<file path="src/rtl/mem_access_stage_pkg.sv">
// Shared pipeline definitions for the memory-access stage: widths, timeout default, FSM encoding.
package mem_access_stage_pkg;

    localparam int unsigned DATA_W_DEF  = 8;
    localparam int unsigned ADDR_W_DEF  = 8;
    localparam int unsigned REG_W       = 3;
    localparam int unsigned TIMEOUT_DEF = 15;

    typedef enum logic {
        IDLE   = 1'b0,
        ACCESS = 1'b1
    } state_e;

endpackage

</file>
<file path="src/rtl/mem_wait_timer.sv">
// Counts bus wait cycles; expired flags the cycle on which the TIMEOUT-th wait cycle occurs.
module mem_wait_timer
    import mem_access_stage_pkg::*;
#(
    parameter int unsigned TIMEOUT = TIMEOUT_DEF
) (
    input  logic clk,
    input  logic reset,
    input  logic enable,
    input  logic clear,
    output logic expired
);

    localparam int unsigned CNT_W = (TIMEOUT < 2) ? 1 : $clog2(TIMEOUT + 1);

    logic [CNT_W-1:0] cnt_q;
    logic [CNT_W-1:0] cnt_d;

    // Count enabled cycles, saturating at TIMEOUT; clear has priority.
    always_comb begin
        cnt_d = cnt_q;
        if (clear) begin
            cnt_d = '0;
        end else if (enable && (cnt_q != CNT_W'(TIMEOUT))) begin
            cnt_d = cnt_q + CNT_W'(1);
        end
    end

    // Wait-count register.
    always_ff @(posedge clk) begin
        if (reset) begin
            cnt_q <= '0;
        end else begin
            cnt_q <= cnt_d;
        end
    end

    // The current enabled cycle is the TIMEOUT-th one.
    assign expired = enable && (cnt_q == CNT_W'(TIMEOUT - 1));

endmodule

</file>
<file path="src/rtl/mem_access_stage.sv">
// Pipeline MEM stage: passes ALU results to WB in one cycle, runs a held bus
// request for loads/stores with a bounded wait and a sticky timeout flag.
module mem_access_stage
    import mem_access_stage_pkg::*;
#(
    parameter int unsigned DATA_W  = DATA_W_DEF,
    parameter int unsigned ADDR_W  = ADDR_W_DEF,
    parameter int unsigned TIMEOUT = TIMEOUT_DEF
) (
    input  logic              clk,
    input  logic              reset,
    input  logic              valid_EX,
    input  logic [DATA_W-1:0] alu_result_EX,
    input  logic [DATA_W-1:0] store_data_EX,
    input  logic [REG_W-1:0]  rd_EX,
    input  logic              MemRead_EX,
    input  logic              MemWrite_EX,
    input  logic              RegWrite_EX,
    input  logic              ResultSrc_EX,
    output logic              mem_req,
    output logic              mem_we,
    output logic [ADDR_W-1:0] mem_addr,
    output logic [DATA_W-1:0] mem_wdata,
    input  logic              mem_ready,
    input  logic [DATA_W-1:0] mem_rdata,
    output logic              stall_mem,
    output logic              valid_WB,
    output logic              RegWrite_WB,
    output logic              ResultSrc_WB,
    output logic [REG_W-1:0]  rd_WB,
    output logic [DATA_W-1:0] alu_result_WB,
    output logic [DATA_W-1:0] mem_data_WB,
    output logic              mem_err
);

    state_e state_q, state_d;

    logic              mem_req_q,   mem_req_d;
    logic              mem_we_q,    mem_we_d;
    logic [ADDR_W-1:0] mem_addr_q,  mem_addr_d;
    logic [DATA_W-1:0] mem_wdata_q, mem_wdata_d;
    logic              valid_wb_q,  valid_wb_d;
    logic              regw_wb_q,   regw_wb_d;
    logic              rsrc_wb_q,   rsrc_wb_d;
    logic [REG_W-1:0]  rd_wb_q,     rd_wb_d;
    logic [DATA_W-1:0] alu_wb_q,    alu_wb_d;
    logic [DATA_W-1:0] mdata_wb_q,  mdata_wb_d;
    logic              mem_err_q,   mem_err_d;

    // Operation latched at the start of an access, released to WB on completion.
    logic [DATA_W-1:0] alu_lat_q,   alu_lat_d;
    logic [REG_W-1:0]  rd_lat_q,    rd_lat_d;
    logic              regw_lat_q,  regw_lat_d;
    logic              rsrc_lat_q,  rsrc_lat_d;
    logic              read_lat_q,  read_lat_d;

    logic is_mem_op;
    logic timer_en;
    logic timer_clr;
    logic timer_expired;

    assign is_mem_op = valid_EX && (MemRead_EX || MemWrite_EX);
    assign timer_en  = (state_q == ACCESS) && !mem_ready;
    assign timer_clr = (state_q == IDLE);

    mem_wait_timer #(
        .TIMEOUT (TIMEOUT)
    ) u_wait_timer (
        .clk     (clk),
        .reset   (reset),
        .enable  (timer_en),
        .clear   (timer_clr),
        .expired (timer_expired)
    );

    // Next-state and next-output logic.
    always_comb begin
        state_d     = state_q;
        mem_req_d   = mem_req_q;
        mem_we_d    = mem_we_q;
        mem_addr_d  = mem_addr_q;
        mem_wdata_d = mem_wdata_q;
        valid_wb_d  = valid_wb_q;
        regw_wb_d   = regw_wb_q;
        rsrc_wb_d   = rsrc_wb_q;
        rd_wb_d     = rd_wb_q;
        alu_wb_d    = alu_wb_q;
        mdata_wb_d  = mdata_wb_q;
        mem_err_d   = mem_err_q;
        alu_lat_d   = alu_lat_q;
        rd_lat_d    = rd_lat_q;
        regw_lat_d  = regw_lat_q;
        rsrc_lat_d  = rsrc_lat_q;
        read_lat_d  = read_lat_q;
        stall_mem   = 1'b0;

        unique case (state_q)
            IDLE: begin
                valid_wb_d = 1'b0;
                regw_wb_d  = 1'b0;
                stall_mem  = !reset && is_mem_op;
                if (is_mem_op) begin
                    state_d     = ACCESS;
                    mem_req_d   = 1'b1;
                    mem_we_d    = MemWrite_EX;
                    mem_addr_d  = ADDR_W'(alu_result_EX);
                    mem_wdata_d = store_data_EX;
                    alu_lat_d   = alu_result_EX;
                    rd_lat_d    = rd_EX;
                    // A dual-flag op is a pure store and never writes a register.
                    regw_lat_d  = RegWrite_EX && !(MemRead_EX && MemWrite_EX);
                    rsrc_lat_d  = ResultSrc_EX;
                    read_lat_d  = MemRead_EX && !MemWrite_EX;
                end else if (valid_EX) begin
                    valid_wb_d = 1'b1;
                    regw_wb_d  = RegWrite_EX;
                    rsrc_wb_d  = ResultSrc_EX;
                    rd_wb_d    = rd_EX;
                    alu_wb_d   = alu_result_EX;
                end
            end
            ACCESS: begin
                stall_mem = !reset && !mem_ready;
                if (mem_ready || timer_expired) begin
                    state_d    = IDLE;
                    mem_req_d  = 1'b0;
                    mem_we_d   = 1'b0;
                    valid_wb_d = 1'b1;
                    rsrc_wb_d  = rsrc_lat_q;
                    rd_wb_d    = rd_lat_q;
                    alu_wb_d   = alu_lat_q;
                    if (mem_ready) begin
                        regw_wb_d = regw_lat_q;
                        if (read_lat_q) begin
                            mdata_wb_d = mem_rdata;
                        end
                    end else begin
                        regw_wb_d = 1'b0;
                        mem_err_d = 1'b1;
                    end
                end
            end
            default: begin
                state_d = IDLE;
            end
        endcase
    end

    // State and output registers.
    always_ff @(posedge clk) begin
        if (reset) begin
            state_q     <= IDLE;
            mem_req_q   <= 1'b0;
            mem_we_q    <= 1'b0;
            mem_addr_q  <= '0;
            mem_wdata_q <= '0;
            valid_wb_q  <= 1'b0;
            regw_wb_q   <= 1'b0;
            rsrc_wb_q   <= 1'b0;
            rd_wb_q     <= '0;
            alu_wb_q    <= '0;
            mdata_wb_q  <= '0;
            mem_err_q   <= 1'b0;
            alu_lat_q   <= '0;
            rd_lat_q    <= '0;
            regw_lat_q  <= 1'b0;
            rsrc_lat_q  <= 1'b0;
            read_lat_q  <= 1'b0;
        end else begin
            state_q     <= state_d;
            mem_req_q   <= mem_req_d;
            mem_we_q    <= mem_we_d;
            mem_addr_q  <= mem_addr_d;
            mem_wdata_q <= mem_wdata_d;
            valid_wb_q  <= valid_wb_d;
            regw_wb_q   <= regw_wb_d;
            rsrc_wb_q   <= rsrc_wb_d;
            rd_wb_q     <= rd_wb_d;
            alu_wb_q    <= alu_wb_d;
            mdata_wb_q  <= mdata_wb_d;
            mem_err_q   <= mem_err_d;
            alu_lat_q   <= alu_lat_d;
            rd_lat_q    <= rd_lat_d;
            regw_lat_q  <= regw_lat_d;
            rsrc_lat_q  <= rsrc_lat_d;
            read_lat_q  <= read_lat_d;
        end
    end

    assign mem_req       = mem_req_q;
    assign mem_we        = mem_we_q;
    assign mem_addr      = mem_addr_q;
    assign mem_wdata     = mem_wdata_q;
    assign valid_WB      = valid_wb_q;
    assign RegWrite_WB   = regw_wb_q;
    assign ResultSrc_WB  = rsrc_wb_q;
    assign rd_WB         = rd_wb_q;
    assign alu_result_WB = alu_wb_q;
    assign mem_data_WB   = mdata_wb_q;
    assign mem_err       = mem_err_q;

endmodule
</file>
<file path="config.mk">
export PLATFORM = sky130hd
export DESIGN_NAME = mem_access_stage
export DESIGN_NICKNAME = d
export VERILOG_FILES = /design/src/rtl/mem_access_stage_pkg.sv /design/src/rtl/mem_wait_timer.sv /design/src/rtl/mem_access_stage.sv
export SDC_FILE = /design/constraint.sdc
export NUM_CORES = 1
export LEC_CHECK = 0
export CAP_MARGIN = 5
export CORE_ASPECT_RATIO = 1.2
export CORE_MARGIN = 2
export CORE_UTILIZATION = 49
export DETAILED_ROUTE_END_ITERATION = 6
export PLACE_DENSITY = 0.88
export SLEW_MARGIN = 10
export SYNTH_ARGS = -nofsm -noshare
export SYNTH_HDL_FRONTEND = slang
export SYNTH_SLANG_ARGS = --single-unit
</file>
<file path="constraint.sdc">
create_clock -name clk -period 3.2 [get_ports clk]
set_input_delay 0.64 -clock clk [delete_from_list [all_inputs] [get_ports clk]]
set_output_delay 0.64 -clock clk [all_outputs]
set_load 0.005 [all_outputs]
</file>
## Word level (Yosys, flattened, before mapping)

Cells that the tools add are included.

- Output and inout bits: 42
- Register bits: 52

- Equality and inequality tests: 6
- Bitwise operators: 2
- Muxes and demuxes: 30
- Reductions and logical operators: 21
- Add/subtract/negate cells: 1

Operators by type and width:

| kind | count |
|---|---|
| 2-to-1 mux 8 bit | 3 |
| one-hot mux 8 bit (2 select lines) | 1 |
| 2-to-1 mux 1 bit | 15 |
| one-hot mux 1 bit (2 select lines) | 7 |
| logical AND 1 bit | 9 |
| 2-to-1 mux 3 bit | 3 |
| inequality test 2 bit, second input constant | 3 |
| one-hot mux 3 bit (2 select lines) | 1 |
| AND reduction 3 bit | 2 |
| adder 4 x 1 -> 4 bit, second input constant | 1 |
| == test 4 bit, second input constant | 1 |
| zero test 1 bit | 4 |
| inequality test 4 bit, second input constant | 1 |
| AND reduction 2 bit | 2 |
| AND reduction 4 bit | 1 |
| logical OR 1 bit | 2 |
| inequality test 2 x 1 -> 1 bit, second input constant | 1 |
| NOT 1 bit | 2 |
| OR reduction 2 bit | 1 |

## Logic depth before layout (Yosys ltp)

Gate-level depths: netlist (run 1).

- Word-level depth: 6
- Gate-level depth with buffers: 6
- Mapped depth without buffers: 5

## Cells and area by module

A second synthesis (run 1) with hierarchy kept.

- Cell total of the unflattened synthesis: 239
- Area, all modules: 2,245.9 µm²

Modules (own cells, without submodules):

| module | cells each | times used | seq. area each (µm²) | area an instance (µm²) |
|---|---|---|---|---|
| mem_access_stage | 217 | 1 | 960.9 | 2,029.4 |
| mem_wait_timer | 22 | 1 | 80.1 | 216.5 |

## Least setup slack after synthesis (run 1)

Ideal clock, no wire load.

- Kind: input to output
- From: input port reset
- To: output port stall_mem
- Data required time: 2.560 ns
- Arrival: 1.257 ns
- Slack: 1.303 ns
- Stages on the path: 4
- Cells stage by stage: buf_2 buf_2 buf_2 a21oi_1

- Cells in the longest elaborated chain, start to end: 3
- Elaborated cells between the ends (all ways): 4

RTL lines:

| what | RTL line | text |
|---|---|---|
| from (decl) | mem_access_stage.sv:11 | `input logic reset,` |
| zero test 1 bit * | mem_access_stage.sv:101, mem_access_stage.sv:123 |  |
| logical AND 1 bit (on tied branches) | mem_access_stage.sv:123, mem_access_stage.sv:101 |  |
| one-hot mux 1 bit (2 select lines) * | mem_access_stage.sv:97 | `unique case (state_q)` |
| to (decl) | mem_access_stage.sv:26 | `output logic stall_mem,` |

Every way passes the cells marked *; elsewhere a longest branch is shown, timed or not.

## Final worst setup path (run 1)

- From: input port MemWrite_EX
- To: output port stall_mem

- Cells in the longest elaborated chain, start to end: 4

RTL lines:

| what | RTL line | text |
|---|---|---|
| from (decl) | mem_access_stage.sv:17 | `input logic MemWrite_EX,` |
| logical OR 1 bit | mem_access_stage.sv:62 | `assign is_mem_op = valid_EX && (MemRead_EX \|\| MemWrite_EX);` |
| logical AND 1 bit | mem_access_stage.sv:62 |  |
| logical AND 1 bit | mem_access_stage.sv:101 | `stall_mem = !reset && is_mem_op;` |
| one-hot mux 1 bit (2 select lines) | mem_access_stage.sv:97 |  |

No other way between the ends.

==> flow_summary.toml, run 1 <==
[placement]
portBuffers = 76
place_congestion = 0.759
place_hpwl_um = 3740

[floorplanning]
die_area_um2 = 5280
die_w_um = 66.7
die_y_um = 79.2
start_util_pct = 50.7
coreArea_um2 = 4560
rows = 27
io_pins = 77

[final_layout]
finish.utilization_pct = 69.4
nets = 355
n_fill_cell = 358
antenna_cells = 0
layout-drive-gt1-share_pct = 9.09
syn_to_final_growth_pct = 36.9

[cts]
cts_tree = "built"
clkLatencyLatePin_ns = 0.31
cts_resized = 0
post-cts-setup-buffers = 0
clk_path_buf_depth = 2
clkTransAtPathRegs_ns = 0.08
clock_sinks = 52
htreeDepth = 2
cts-hold-fix-buffers = 0
cts_buffers = 5
cts_root_buf = "clkbuf_8"

[power]
combinationalPowerShare_pct = 18.2
p_int_uw = 993
clkPwrFrac_pct = 28.9
total_power_mw = 1.31
ir_drop_v = 0.000306
power_frac_seq_pct = 52.9
power_density_nw_per_um2 = 415
leakage_nw = 1.22
sw_frac_of_total_pct = 24.4
netSwitchingPower_uw = 321

[sta]
period_needed_ns = 2.77
final.setup.tns_ns = 0
period_share_pct = 86.6
drv_slew = 0
max_slew_margin_pct = 55.9
setup_violations = 0
max_freq_ghz = 0.361
hold_violations = 0
tightest_slew_ns = 0.661
rsz0062_at_grt = "false"
clock-skew-final_ns = 0.00760

[yosys]
syn_nets = 286
synth-xor-area-share_pct = 0.379
netlist-cell-type-count = 32
synthesis.area_um2 = 2310
synth_simple_gate_area_share_pct = 17.4
ys_ff_latch = 52
synth-compound-area-share_pct = 15.0
synthTopCellsByArea = "dfxtp_1 (45%), mux2i_1 (8.7%), a21oi_1 (6.5%)"
synth_edf_count = 0
synth_seq_area_share_pct = 45.0
yosysTopAreaCell = "dfxtp_1"
synthAdderAreaFrac_pct = 1.08
synth_mux_area_share_pct = 16.0
yosysWarningCount = 0
syn-instance-count = 249
synth_flop_cell = "dfxtp_1"
synth_top_family_by_area = "simple AND/OR/NAND/NOR gates"
avgSynthCellArea_um2 = 9.28
synth_top_area_share_pct = 45.0
async_reset_ff_share_pct = 0

[global_route]
grt_max_degree = 63
first_global_vias = 1869
grtUsageTotal_pct = 21.5
antenna_found_initial = 0
grt_pass1_wl_um = 8680
overflow = 0

[setup_path]
critPathKind = "in -> out"
cp-start-kind = "input port"
critPathMaxFanout = 6
required_ns = 2.56
arrival_ns = 2.13
cp-end-kind = "output port"

[detailed_routing]
via_count = 2023
drt-pass1-iter-count = 4
route.detailed.drc = 0
antenna_left = 0
drt_iter0_drc = 92
via_per_inst = 5.37
drt_wl_total_um = 5380
post_drt_wl_per_cell_um = 14.3

[min_path]
worstHoldPathType = "reg -> reg"

[outcome]
status = "finished, final reports clean"

[job]
drv_cap = 0
kinds of logic (layout without fill, tap and decap cells):
logic type      Yosys count  count (layout)
mux                      32              32
flops                    52              52
simple gates             78              78
xor+xnor                  1               1
buf+inv                  22              92
compound gates           62              62
fa+ha+maj                 2               2
layout by cell type, fill, tap and decap left out, drive strengths merged, types with 3 or more instances in the layout:
cell type      netlist  layout
clkdlybuf4s50        0      75
nand2b               3       3
mux2                12      12
buf                 14       7
clkbuf               6       8
nor2                22      22
a21oi               30      30
dfxtp               52      52
mux2i               20      20
nand3               30      30
o21ai               22      22
nand2                3       3
nor2b               13      13
registers in the layout, indices dropped and copies added (netlist names):
register            cells
valid_WB                1
alu_lat_q               8
regw_lat_q              1
mem_wdata               8
u_wait_timer.cnt_q      4
state_q                 1
alu_result_WB           8
RegWrite_WB             1
mem_req                 1
read_lat_q              1
rd_WB                   3
rd_lat_q                3
mem_data_WB             8
rsrc_lat_q              1
mem_err                 1
mem_we                  1
ResultSrc_WB            1
final cells by class:
| cell class | count | area [um2] | area share (%) |
|---|---|---|---|
| clock buffer | 8 | 90.1 | 2.85 |
| sequential | 52 | 1040 | 32.9 |
| multi-input combinational | 175 | 1150 | 36.4 |
| timing repair buffer | 82 | 801 | 25.3 |
| tap | 58 | 72.6 | 2.29 |
| inverter | 2 | 7.51 | 0.237 |
critical path, stage by stage:
cell	delay [ns]
clkdlybuf4s50_1	0.58
or2_1	0.16
nand2_1	0.07
a21oi_1	0.16
clkdlybuf4s50_1	0.52
metal layers:
layer | GRT usage (%) | up-vias | share of wire (%)
met1 | 27.9 | 935 | 44
met3 | 4.11 | 16 | 5.2
met4 | 10.2 | 0 | 2.4
li1 | - | 1013 | -
met5 | 0 | - | 0
met2 | 34.2 | 59 | 48
synthesized netlist by cell type (all sizes together), types with 3 or more instances:
cell	n
nand2b	3
nor2	22
nand2	3
a21oi	30
dfxtp	52
o21ai	22
nand3	30
mux2	12
buf	14
nor2b	13
clkbuf	6
mux2i	20
path summary, 6_finish.rpt:
path / startpoint / endpoint / slack, ns / depth (start not counted)
setup / recovery: MemWrite_EX / stall_mem / 0.43 / 5
hold reg to reg: rsrc_lat_q / rsrc_lat_q / 0.48 / 2
setup reg to reg: u_wait_timer.cnt_q[0] / rd_WB[2] / 1.45 / 6
hold / removal: rsrc_lat_q / rsrc_lat_q / 0.48 / 2
stage by stage:
| stage | instances | hold slack, ns | setup slack [ns] | instance area [um2] |
|---|---|---|---|---|
| finish | 377 | 0.475 | 0.429 | 3160 |
| global route | 377 | 0.495 | 0.340 | 3160 |
| CTS | 377 | 0.479 | 0.444 | 3160 |
| detailed placement | 369 | 0.465 | 0.444 | 3070 |
| global placement | 369 | 0.452 | 0.475 | 3070 |
| floorplan | 249 | 0.450 | 1.30 | 2310 |
power groups by stage:
stage               sequential [mW]  combinational [mW]  clock [mW]
floorplan                     0.711               0.120           0
global placement              0.710               0.236           0
detailed placement            0.711               0.239           0
CTS                           0.696               0.240       0.386
global route                  0.699               0.261       0.407
finish                        0.695               0.239       0.379
Power figures use the tool's default switching activity.
==> run 2, diff against run 1 <==
--- a/config.mk
+++ b/config.mk
@@ -11,6 +11,7 @@
 export CORE_UTILIZATION = 49
 export DETAILED_ROUTE_END_ITERATION = 6
 export PLACE_DENSITY = 0.88
+export SKIP_LAST_GASP = 1
 export SLEW_MARGIN = 10
 export SYNTH_ARGS = -nofsm -noshare
 export SYNTH_HDL_FRONTEND = slang
==> results of run 2 <==
No change in the layout: final DEF, timing and power equal those of run 1.
==> run 3, diff against run 2 <==
--- a/config.mk
+++ b/config.mk
@@ -8,11 +8,14 @@
 export CAP_MARGIN = 5
 export CORE_ASPECT_RATIO = 1.2
 export CORE_MARGIN = 2
-export CORE_UTILIZATION = 49
+export CORE_UTILIZATION = 67
 export DETAILED_ROUTE_END_ITERATION = 6
-export PLACE_DENSITY = 0.88
+export DONT_BUFFER_PORTS = 1
+export HOLD_SLACK_MARGIN = 0.15
+export PLACE_DENSITY = 0.86
 export SKIP_LAST_GASP = 1
 export SLEW_MARGIN = 10
 export SYNTH_ARGS = -nofsm -noshare
 export SYNTH_HDL_FRONTEND = slang
 export SYNTH_SLANG_ARGS = --single-unit
+export TNS_END_PERCENT = 50
==> run 3 against run 2 <==
Global-route usage is 3.6 points higher. Via count is 13% lower. Register-to-register slack worse by 0.29 ns. Power is 11% lower. First-iteration DRC count is 24% lower. Sequential share of layout area is 11 points higher. Wire length is 12% lower. Cell area is 26% lower. Critical endpoint unchanged. Largest power group unchanged. Highest routed layer unchanged.
==> flow_summary.toml, run 3 (same netlist as run 1, synthesis figures left out) <==
[setup_path]
r2r_end = "ResultSrc_WB"
timing.rr.start = "u_wait_timer.cnt_q[0]"
cp-startpoint = "state_q"
arrival_ns = 1.41
crit_family = "flip-flops"
r2r_cells = 5
r2r_slack_ns = 1.16
crit_slowest_cell = "dfxtp_1"
crit_chain = "buf_4, and2b_1, nand2_1, a21oi_1"
crit_buf_inv = 1
critPathKind = "reg -> out"
path_depth = 4
cp-end-kind = "output port"
crit_path_end = "stall_mem"
cp-start-kind = "flip-flop"
critPathMaxFanout = 22
required_ns = 2.56
critPathMaxStageDelay_ns = 0.32

[final_layout]
nets = 277
layout-drive-gt1-share_pct = 10.8
syn_to_final_growth_pct = 1.90
n_fill_cell = 267
final_cell_mix = "dfxtp_1 (52), a21oi_1 (30), nand3_1 (29)"
final_common_cell = "dfxtp_1"
antenna_cells = 0

[cts]
cts_resized = 0
cts_root_buf = "clkbuf_8"
cts_buffers = 5
clock_sinks = 52
clkTransAtPathRegs_ns = 0.08
htreeDepth = 2
clkLatencyLatePin_ns = 0.30
post-cts-setup-buffers = 0
cts-hold-fix-buffers = 0
cts_tree = "built"
clk_path_buf_depth = 2

[global_route]
grt_pass1_wl_um = 7490
grtUsageTotal_pct = 25.2
grt_max_degree = 64
first_global_vias = 1674
antenna_found_initial = 0
overflow = 0

[power]
leakage_nw = 0.930
power_density_nw_per_um2 = 499
total_power_mw = 1.18
ir_drop_v = 0.000401

[sta]
tightest_slew_ns = 0.810
setup_violations = 0
period_share_pct = 63.9
max_freq_ghz = 0.489
rsz0062_at_grt = "false"
clock-skew-final_ns = 0.00396
drv_slew = 0
hold_violations = 0
period_needed_ns = 2.05
final.setup.tns_ns = 0
max_slew_margin_pct = 46.0
hold_ws_ns = 0.404

[detailed_routing]
via_per_inst = 6.33
route.detailed.drc = 0
drt_wl_total_um = 4720
post_drt_wl_per_cell_um = 17.1
drt_iter0_drc = 70
drt-pass1-iter-count = 4
via_count = 1754
antenna_left = 0

[floorplanning]
die_y_um = 68.3
rows = 23
coreArea_um2 = 3310
start_util_pct = 69.8
die_w_um = 57.6
die_area_um2 = 3940
io_pins = 77

[job]
drv_cap = 0

[outcome]
status = "finished, final reports clean"

[placement]
place_hpwl_um = 3260
place_congestion = 0.846
portBuffers = 0

[min_path]
worstHoldPathType = "in -> reg"
run 3: cell count changes in the layout (fill, tap and decap cells not counted), sizes merged:
cell	before	now
buf	7	4
clkdlybuf4s50	75	0
clkbuf	8	6
clkinv	0	1
run 3: worst min path at each step:
stage	startpoint	end	slack (ns)	cells past startpoint
floorplan	regw_lat_q	regw_lat_q	0.45	2
global route	reset	rd_lat_q[1]	0.39	1
detailed placement	rd_lat_q[1]	rd_lat_q[1]	0.46	2
CTS	reset	rd_lat_q[1]	0.39	1
finish	reset	mem_wdata[4]	0.40	1
global placement	rsrc_lat_q	rsrc_lat_q	0.45	2
run 3: cell type report:
| cell class | instances | area, um2 | share of cell area (%) |
|---|---|---|---|
| clock inverters | 1 | 5.00 | 0.213 |
| inverters | 2 | 7.51 | 0.319 |
| repair buffers | 4 | 30.0 | 1.28 |
| well taps | 37 | 46.3 | 1.97 |
| multi-input cells | 175 | 1150 | 48.9 |
| clock buffers | 6 | 72.6 | 3.08 |
| flip-flops and latches | 52 | 1040 | 44.2 |
run 3: stage by stage:
step	util [%]	worst slack, ns	instance area [um2]	cells
detailed placement	68.8	1.10	2280	270
floorplan	-	1.30	2310	249
finish	71.2	1.15	2350	277
global placement	68.8	1.15	2280	270
global route	71.2	1.08	2350	277
CTS	71.2	1.14	2350	277
run 3: layer usage:
| metal | wire length (um) | up-vias | track usage [%] |
|---|---|---|---|
| met5 | 0 | - | 0 |
| met2 | 2160 | 70 | 39.8 |
| met4 | 95 | 0 | 11.3 |
| li1 | - | 857 | - |
| met3 | 400 | 8 | 9.64 |
| met1 | 2060 | 819 | 30.5 |
run 3: power breakdown:
part	switching (mW)	total [mW]	leakage [nW]	internal [mW]
logic	0.0660	0.125	0.465	0.0586
registers	0.0229	0.702	0.424	0.679
clock network	0.200	0.349	0.0410	0.149
total	0.289	1.18	0.930	0.886
